File: config.mk
export PLATFORM = sky130hd
export DESIGN_NAME = radar_frame_tx
export DESIGN_NICKNAME = d
export VERILOG_FILES = /design/src/rtl/radar_frame_tx.sv
export SDC_FILE = /design/constraint.sdc
export NUM_CORES = 1
export LEC_CHECK = 0
export ABC_CLOCK_PERIOD_IN_PS = 2510
export BUFFER_PORTS_ARGS = -buffer_cell sky130_fd_sc_hd__buf_4
export CORE_UTILIZATION = 40
export DETAILED_ROUTE_END_ITERATION = 12
export PLACE_DENSITY = 0.68
export SETUP_SLACK_MARGIN = 0.1
export SYNTH_ARGS = -nofsm -noshare
export SYNTH_HDL_FRONTEND = slang
export SYNTH_SLANG_ARGS = --single-unit
File: constraint.sdc
create_clock -name clk -period 2.51 [get_ports clk]
set_input_delay 0.251 -clock clk [delete_from_list [all_inputs] [get_ports clk]]
set_output_delay 0.251 -clock clk [all_outputs]
set_load 0.1 [all_outputs]
File: src/rtl/radar_frame_tx.sv
// radar_frame_tx: buffers 16-bit radar samples and streams them as A5 5A-framed bytes to a UART.
// Define RADAR_FRAME_CHECKSUM_EN to append a modulo-256 payload checksum byte to each frame.
module radar_frame_tx #(
  parameter int SAMPLES_PER_FRAME = 8,
  parameter int FIFO_DEPTH        = 16
) (
  input  logic        clk,
  input  logic        reset_n,
  input  logic        sample_valid,
  input  logic [15:0] sample_data,
  output logic        sample_ready,
  output logic [7:0]  tx_data,
  output logic        tx_start,
  input  logic        tx_busy,
  output logic        overflow,
  output logic [15:0] frame_count
);

  localparam int AW = (FIFO_DEPTH > 1) ? $clog2(FIFO_DEPTH) : 1;
  localparam int CW = $clog2(FIFO_DEPTH + 1);
  localparam logic [CW-1:0] DEPTH_C  = CW'(FIFO_DEPTH);
  localparam logic [CW-1:0] SPF_C    = CW'(SAMPLES_PER_FRAME);
  localparam logic [AW-1:0] LAST_PTR = AW'(FIFO_DEPTH - 1);
  localparam logic [7:0]    SPF_8    = 8'(SAMPLES_PER_FRAME);

  typedef enum logic [2:0] {
    IDLE,
    HDR0,
    HDR1,
    DATA_HI,
    DATA_LO
`ifdef RADAR_FRAME_CHECKSUM_EN
    , CKSUM
`endif
  } state_t;

  typedef enum logic [1:0] {
    ISSUE,
    WAIT_HI,
    WAIT_LO
  } phase_t;

  state_t state;
  phase_t phase;

  logic [15:0]   mem [FIFO_DEPTH];
  logic [AW-1:0] wr_ptr;
  logic [AW-1:0] rd_ptr;
  logic [CW-1:0] count;
  logic          push;
  logic          pop;
  logic [15:0]   head;
  logic [7:0]    latched_lo;
  logic [7:0]    sample_cnt;
`ifdef RADAR_FRAME_CHECKSUM_EN
  logic [7:0]    checksum;
`endif

  // Ready comes from the occupancy register, so a pop in a full cycle cannot admit a push.
  assign sample_ready = (count != DEPTH_C);
  assign push         = sample_valid && sample_ready;
  assign pop          = (state == DATA_HI) && (phase == ISSUE);
  assign head         = mem[rd_ptr];

  always_ff @(posedge clk) begin
    if (push) mem[wr_ptr] <= sample_data;
  end

  always_ff @(posedge clk or negedge reset_n) begin
    if (!reset_n) begin
      wr_ptr   <= '0;
      rd_ptr   <= '0;
      count    <= '0;
      overflow <= 1'b0;
    end else begin
      if (push) wr_ptr <= (wr_ptr == LAST_PTR) ? '0 : wr_ptr + AW'(1);
      if (pop)  rd_ptr <= (rd_ptr == LAST_PTR) ? '0 : rd_ptr + AW'(1);
      case ({push, pop})
        2'b10:   count <= count + CW'(1);
        2'b01:   count <= count - CW'(1);
        default: count <= count;
      endcase
      if (sample_valid && !sample_ready) overflow <= 1'b1;
    end
  end

  // Every byte goes through ISSUE -> WAIT_HI (busy seen) -> WAIT_LO (busy released).
  always_ff @(posedge clk or negedge reset_n) begin
    if (!reset_n) begin
      state       <= IDLE;
      phase       <= ISSUE;
      tx_start    <= 1'b0;
      tx_data     <= 8'h00;
      frame_count <= 16'h0000;
      sample_cnt  <= 8'h00;
      latched_lo  <= 8'h00;
`ifdef RADAR_FRAME_CHECKSUM_EN
      checksum    <= 8'h00;
`endif
    end else begin
      tx_start <= 1'b0;
      if (state == IDLE) begin
        phase <= ISSUE;
        if (count >= SPF_C) begin
          state      <= HDR0;
          sample_cnt <= 8'h00;
`ifdef RADAR_FRAME_CHECKSUM_EN
          checksum   <= 8'h00;
`endif
        end
      end else begin
        case (phase)
          ISSUE: begin
            tx_start <= 1'b1;
            phase    <= WAIT_HI;
            case (state)
              HDR0:    tx_data <= 8'hA5;
              HDR1:    tx_data <= 8'h5A;
              DATA_HI: begin
                tx_data    <= head[15:8];
                latched_lo <= head[7:0];
                sample_cnt <= sample_cnt + 8'd1;
`ifdef RADAR_FRAME_CHECKSUM_EN
                checksum   <= checksum + head[15:8];
`endif
              end
              DATA_LO: begin
                tx_data  <= latched_lo;
`ifdef RADAR_FRAME_CHECKSUM_EN
                checksum <= checksum + latched_lo;
`endif
              end
`ifdef RADAR_FRAME_CHECKSUM_EN
              CKSUM:   tx_data <= checksum;
`endif
              default: tx_data <= 8'h00;
            endcase
          end
          WAIT_HI: begin
            if (tx_busy) phase <= WAIT_LO;
          end
          WAIT_LO: begin
            if (!tx_busy) begin
              phase <= ISSUE;
              case (state)
                HDR0:    state <= HDR1;
                HDR1:    state <= DATA_HI;
                DATA_HI: state <= DATA_LO;
                DATA_LO: begin
                  if (sample_cnt == SPF_8) begin
`ifdef RADAR_FRAME_CHECKSUM_EN
                    state       <= CKSUM;
`else
                    state       <= IDLE;
                    frame_count <= frame_count + 16'd1;
`endif
                  end else begin
                    state <= DATA_HI;
                  end
                end
`ifdef RADAR_FRAME_CHECKSUM_EN
                CKSUM: begin
                  state       <= IDLE;
                  frame_count <= frame_count + 16'd1;
                end
`endif
                default: state <= IDLE;
              endcase
            end
          end
          default: phase <= ISSUE;
        endcase
      end
    end
  end

endmodule

# == After elaboration in Yosys (flattened, before gate mapping) ==
# Memories as Yosys holds them, arrays and structs flattened.
# Index checks and enable logic that the tools add are counted.
# totals
output_inout_bits,27
inputBits,20
elab_cells,75
n_memories,1
ramBits,256
reg_bits,60
# op_classes
addsub,6
n_lt_le_gt_ge,1
n_reduce_logical,16
mux,22
bitwise,2
eq_ne,16
# memory_table
name,words,word_bits,rd,rd_ports_with_merged_regs,write_ports,line,rtl
mem,16,16,1,0,1,46,logic [15:0] mem [FIFO_DEPTH];
# ops
operator,n
$mux 8,4
$pmux 8 s4,1
$add 16x1->16 const B,1
$mux 3,4
$pmux 3 s4,1
$pmux 5 s2,1
$reduce_and 3->1,3
$add 4x1->4 const B,2
$add 8x1->8 const B,1
$eq 4x4->1 const B,2
$eq 8x4->1 const B,1
$mux 2,4
$mux 4,2
$reduce_bool 2->1,4
$eq 3x2->1 const B,2
$ne 3x3->1 const B,2
$pmux 2 s3,1
$add 5x1->5 const B,1
$ge 5x4->1 const B,1
$ne 5x5->1 const B,1
$reduce_and 5->1,1
$sub 5x1->5 const B,1
$eq 2x1->1 const B,2
$eq 2x2->1 const B,2
other kinds (10),18

# == Logic depth before layout (Yosys ltp) ==
# depth
word_depth,6
mapped_depth,15
mapped_depth_nobuf,12

# == Worst setup path after synthesis ==
# OpenSTA, ideal clock, no wires.
# synth_path
kind,reg2reg
startpoint,register count[2]
endpoint,register count[4]
arrival_ns,3.388
stages_incl_launch_ff,16
path_buffers,3
setup_slack_ns,-1.003
synth_period_minus_slack_ns,3.513
required_time_ns,2.385
setup_ns,0.125
path_cell_list,dfrtp_1 > clkbuf_1 > nor4_1 > nand2_1 > and2_1 > clkbuf_1 > inv_1 > ha_1 > clkbuf_1 > xor2_1 > ha_1 > nor2b_1 > o21ai_0 > a31oi_1 > nor2_1 > xor2_1
# synth_between
elab_chain_len,4
word_cells_on_any_way,8
classes_between,2 x add/sub; 3 x eq/ne; 1 x mux; 2 x reduce/logical
# synth_lines
element,line,rtl
start: declaration,49,logic [CW-1:0] count;
start signal: assignment,79,2'b10: count <= count + CW'(1);
start signal: assignment,80,2'b01: count <= count - CW'(1);
start signal: assignment,81,default: count <= count;
$ne 5x5->1 *,60,assign sample_ready = (count != DEPTH_C);
via sample_ready,11,"output logic sample_ready,"
$logic_and 1x1->1 *,61,assign push = sample_valid && sample_ready;
$eq 2x1->1 or $eq 2x2->1 (tied branches),78,"case ({push, pop})"
$pmux 5 s2 or $reduce_bool 2->1 (tied branches),n/a,
# The timed path passes the listed nets; every way through them passes the cells marked *.
# A chain may end at the register's enable or synchronous reset.

# == Final worst setup path ==
# layout_path
startpoint,register count[0]
endpoint,"memory mem[14][13], enable pin"
# layout_between
elab_chain_len,4
# layout_lines
element,line,rtl
$ne 5x5->1,60,
$logic_and 1x1->1,61,
$mux 1,66,if (push) mem[wr_ptr] <= sample_data;
$mux 1 (not written as such),66,
end: declaration,46,
# Every way passes these cells.

==> impl_metrics.env <==
export IMPL_min_path_cells=1
export IMPL_placed_cells=1172
export IMPL_stdcell_count=1253
export IMPL_cp_max_fo=16
export IMPL_synth_area_leaders="edfxtp_1 (60%), dfrtp_1 (12%), mux4_2 (11%)"
export IMPL_antenna_found_initial=0
export IMPL_maxCapViolations=0
export IMPL_synth_edf_count=256
export IMPL_p_switching_mw=5.34
export IMPL_drtPass1Iterations=4
export IMPL_die_area_mm2=0.0325
export IMPL_setup_viol=0
export IMPL_drive_gt1_share_pct=28.7
export IMPL_synthToLayoutAreaGrowth_pct=19.2
export IMPL_combPwrFrac_pct=31.5
export IMPL_worstSetupEndpointType="register"
export IMPL_hold_viol_final=0
export IMPL_overflow=0
export IMPL_cts_max_level=1
export IMPL_die_h_um=180
export IMPL_grt_max_degree=61
export IMPL_design_area_mm2=0.0152
export IMPL_rr_worst_depth=6
export IMPL_synth_largest_area_cell="edfxtp_1"
export IMPL_ant_nets=0
export IMPL_synth_seq_area_share_pct=72.2
export IMPL_synthCells=713
export IMPL_fin_crit_sh_pct=91.9
export IMPL_ys_seq_elements=316
export IMPL_worst_setup_path_start_kind="register"
export IMPL_row_count=64
export IMPL_cellPowerDensity_mw_per_mm2=1080
export IMPL_numPortBuffers=46
export IMPL_drt_initial_drc_count=639
export IMPL_cts_max_path_buffers=3
export IMPL_clock_latency_ns=0.57
export IMPL_rsz0062_at_grt="yes"
export IMPL_die_x_um=180
export IMPL_place_area_mm2=0.0140
export IMPL_power_mw=16.3
export IMPL_cts_tree="yes"
export IMPL_ir_drop_uv=716
export IMPL_timing_hold_ws_ns=0.0211
export IMPL_clk_pin_slew_worst_paths_ns=0.06
export IMPL_num_vias=6772
export IMPL_grt_pass1_vias=6812
export IMPL_period_needed_ns=2.31
export IMPL_timing_fmax_mhz=434
export IMPL_p_clk_share_pct=26.3
export IMPL_wl_um=26800
export IMPL_io_pins=47
export IMPL_synth_fp_nets=745
export IMPL_synthFlopType="edfxtp_1"
export IMPL_post_drt_via_cell_ratio=5.40
export IMPL_drv_slew=0
export IMPL_initial_core_util_pct=41.1
export IMPL_place_congestion=0.826
export IMPL_hpwl_um=16700
export IMPL_totalNegativeSetupSlack_ns=0
export IMPL_wl_per_cell_um=21.4
export IMPL_core_mm2=0.0310
export IMPL_yosys_area_top_type_share_pct=60.4
export IMPL_async_flop_share_pct=19.0
export IMPL_cts_root_buf="clkbuf_16"
export IMPL_worstPathArrival_ns=2.49
export IMPL_clock_sinks=316
export IMPL_drc_errors=0
export IMPL_yosys_warnings=0
export IMPL_nets=865
export IMPL_worstSetupPathType="reg -> reg"
export IMPL_p_leak_nw=5.42
export IMPL_synth_area_mm2=0.0127
export IMPL_grt_pass1_wl_um=41300
export IMPL_p_int_mw=11.0
export IMPL_nFillCells=2551
export IMPL_worstMarginPinSlew_ns=1.17
export IMPL_relSlewSlack_pct=22.0
export IMPL_cts_buffers=31
export IMPL_p_seq_share_pct=42.2
export IMPL_holdCritPathClass="in -> reg"
export IMPL_skew_ns=0.0105
export IMPL_critical_path_required_ns=2.69
export IMPL_diodes=0
export IMPL_grtUsageTotal_pct=16.8
export IMPL_switching_share_pct=32.7
export IMPL_avgSynthCellArea_um2=17.9
export IMPL_status="finished clean"
export IMPL_yosysUniqueCellTypes=51
worst max-delay path: stages (launching register included):
cell and delay, ns:
dfrtp_1 0.47, nor4_4 0.07, nand2_4 0.06, and2_4 0.19, buf_4 0.12, nand2_1 0.17
nor2_2 0.82
cell usage after synthesis (2+ instances only):
library cell,n
a2111o_1,6
a21o_1,9
a21oi_1,14
a22o_1,3
a311oi_1,2
a31oi_1,3
and2_1,2
and4_1,2
buf_1,7
buf_2,10
clkbuf_1,19
dfrtp_1,60
edfxtp_1,256
ha_1,12
inv_1,13
mux2_2,3
mux2i_1,34
mux4_2,61
nand2_1,30
nand2b_1,6
nand3_1,16
nand3b_1,3
nand4_1,5
nor2_1,37
nor2b_1,6
nor3_1,16
nor4_4,2
o211ai_1,4
o21a_1,2
o21ai_0,17
o22ai_1,8
or3_1,2
xnor2_1,10
xor2_1,16
cell type report:
class,instances,area (µm²),area share (%)
inverter,13,51.3,0.338
clock inverter,21,140,0.923
sequential,316,9200,60.6
multi-input combinational,348,3470,22.8
tap,396,495,3.26
timing repair buffer,123,1030,6.79
clock buffer,36,795,5.24
through the flow:
step	worst slack, ns	util [%]
2_1_floorplan	-0.149	-
3_3_place_gp	0.182	45.2
6_report	0.204	49.0
3_5_place_dp	0.161	45.2
5_1_grt	0.0241	49.0
4_1_cts	0.148	48.8
flip-flops by register name (all words and copies together), names as in the netlist:
register     cells
mem            256
frame_count     16
latched_lo       8
sample_cnt       8
tx_data          8
count            5
rd_ptr           4
wr_ptr           4
state            3
phase            2
overflow         1
tx_start         1
metal layers:
layer  share of wire [%]  up-vias  track usage (%)
met5                   0        -                0
met4                 2.3        0             4.58
met3                 5.1       46             2.93
met2                  46      167             26.5
met1                  46     3495             24.1
li1                    -     3064                -
power by group through the flow:
stage | combinational [mW] | sequential [mW] | clock [mW]
detailed placement | 5.10 | 6.99 | 0
global route | 5.53 | 6.97 | 4.57
finish | 5.15 | 6.88 | 4.29
CTS | 5.14 | 6.88 | 4.37
floorplan | 3.16 | 7.22 | 0
global placement | 5.05 | 6.97 | 0
cells in the final DEF (no fill, tap or decap), types with 6 or more instances in the layout:
master and count:
edfxtp_1 256, buf_4 100, mux4_2 61, dfrtp_1 56, mux2i_1 34, clkbuf_16 31, nand2_1 29, nor2_1 25
dlygate4sd3_1 18, xor2_1 16, nand3_1 16, o21ai_0 16, a21oi_1 14, inv_1 12, nor3_1 12, nor2_2 11
clkinv_1 11, xnor2_1 10, ha_1 10, a21o_1 9, o22ai_1 8, nand2b_1 6, a2111o_1 6, clkinv_2 6
kinds of logic (layout without fill, tap and decap cells):
family / after synthesis / in the layout / share of synthesized area, %
AND/OR/NAND/NOR: 137 / 137 / 5.62
XOR/XNOR: 26 / 26 / 1.79
multiplexers: 98 / 98 / 13.7
AO/OA/AOI/OAI: 75 / 75 / 3.96
adder cells (fa/ha/maj): 12 / 12 / 1.18
flip-flops: 316 / 316 / 72.2
buffers and inverters: 49 / 193 / 1.54
path summary, 6_finish.rpt:
| kind | startpoint | endpoint | slack, ns |
|---|---|---|---|
| worst max-delay path | count[0]$_DFFE_PN0P_ | mem[14][13]$_DFFE_PP_ | 0.20 |
| worst min-delay path | sample_data[0] | mem[0][0]$_DFFE_PP_ | 0.02 |
| worst max register to register | count[0]$_DFFE_PN0P_ | mem[14][13]$_DFFE_PP_ | 0.20 |
| worst min register to register | frame_count[15]$_DFFE_PN0P_ | frame_count[15]$_DFFE_PN0P_ | 0.48 |
| max in group asynchronous | reset_n | rd_ptr[0]$_DFFE_PN0P_ | 1.60 |
| min in group asynchronous | reset_n | count[1]$_DFFE_PN0P_ | 0.29 |
what timing repair did:
item                                   CTS  global route
endpoints found under the hold margin  290             0
hold buffers                            18             0
setup buffers                            0             6
setup endpoints to repair                0            17
resized for setup                        0             4
Note: power is estimated with default switching activity, not from simulation.
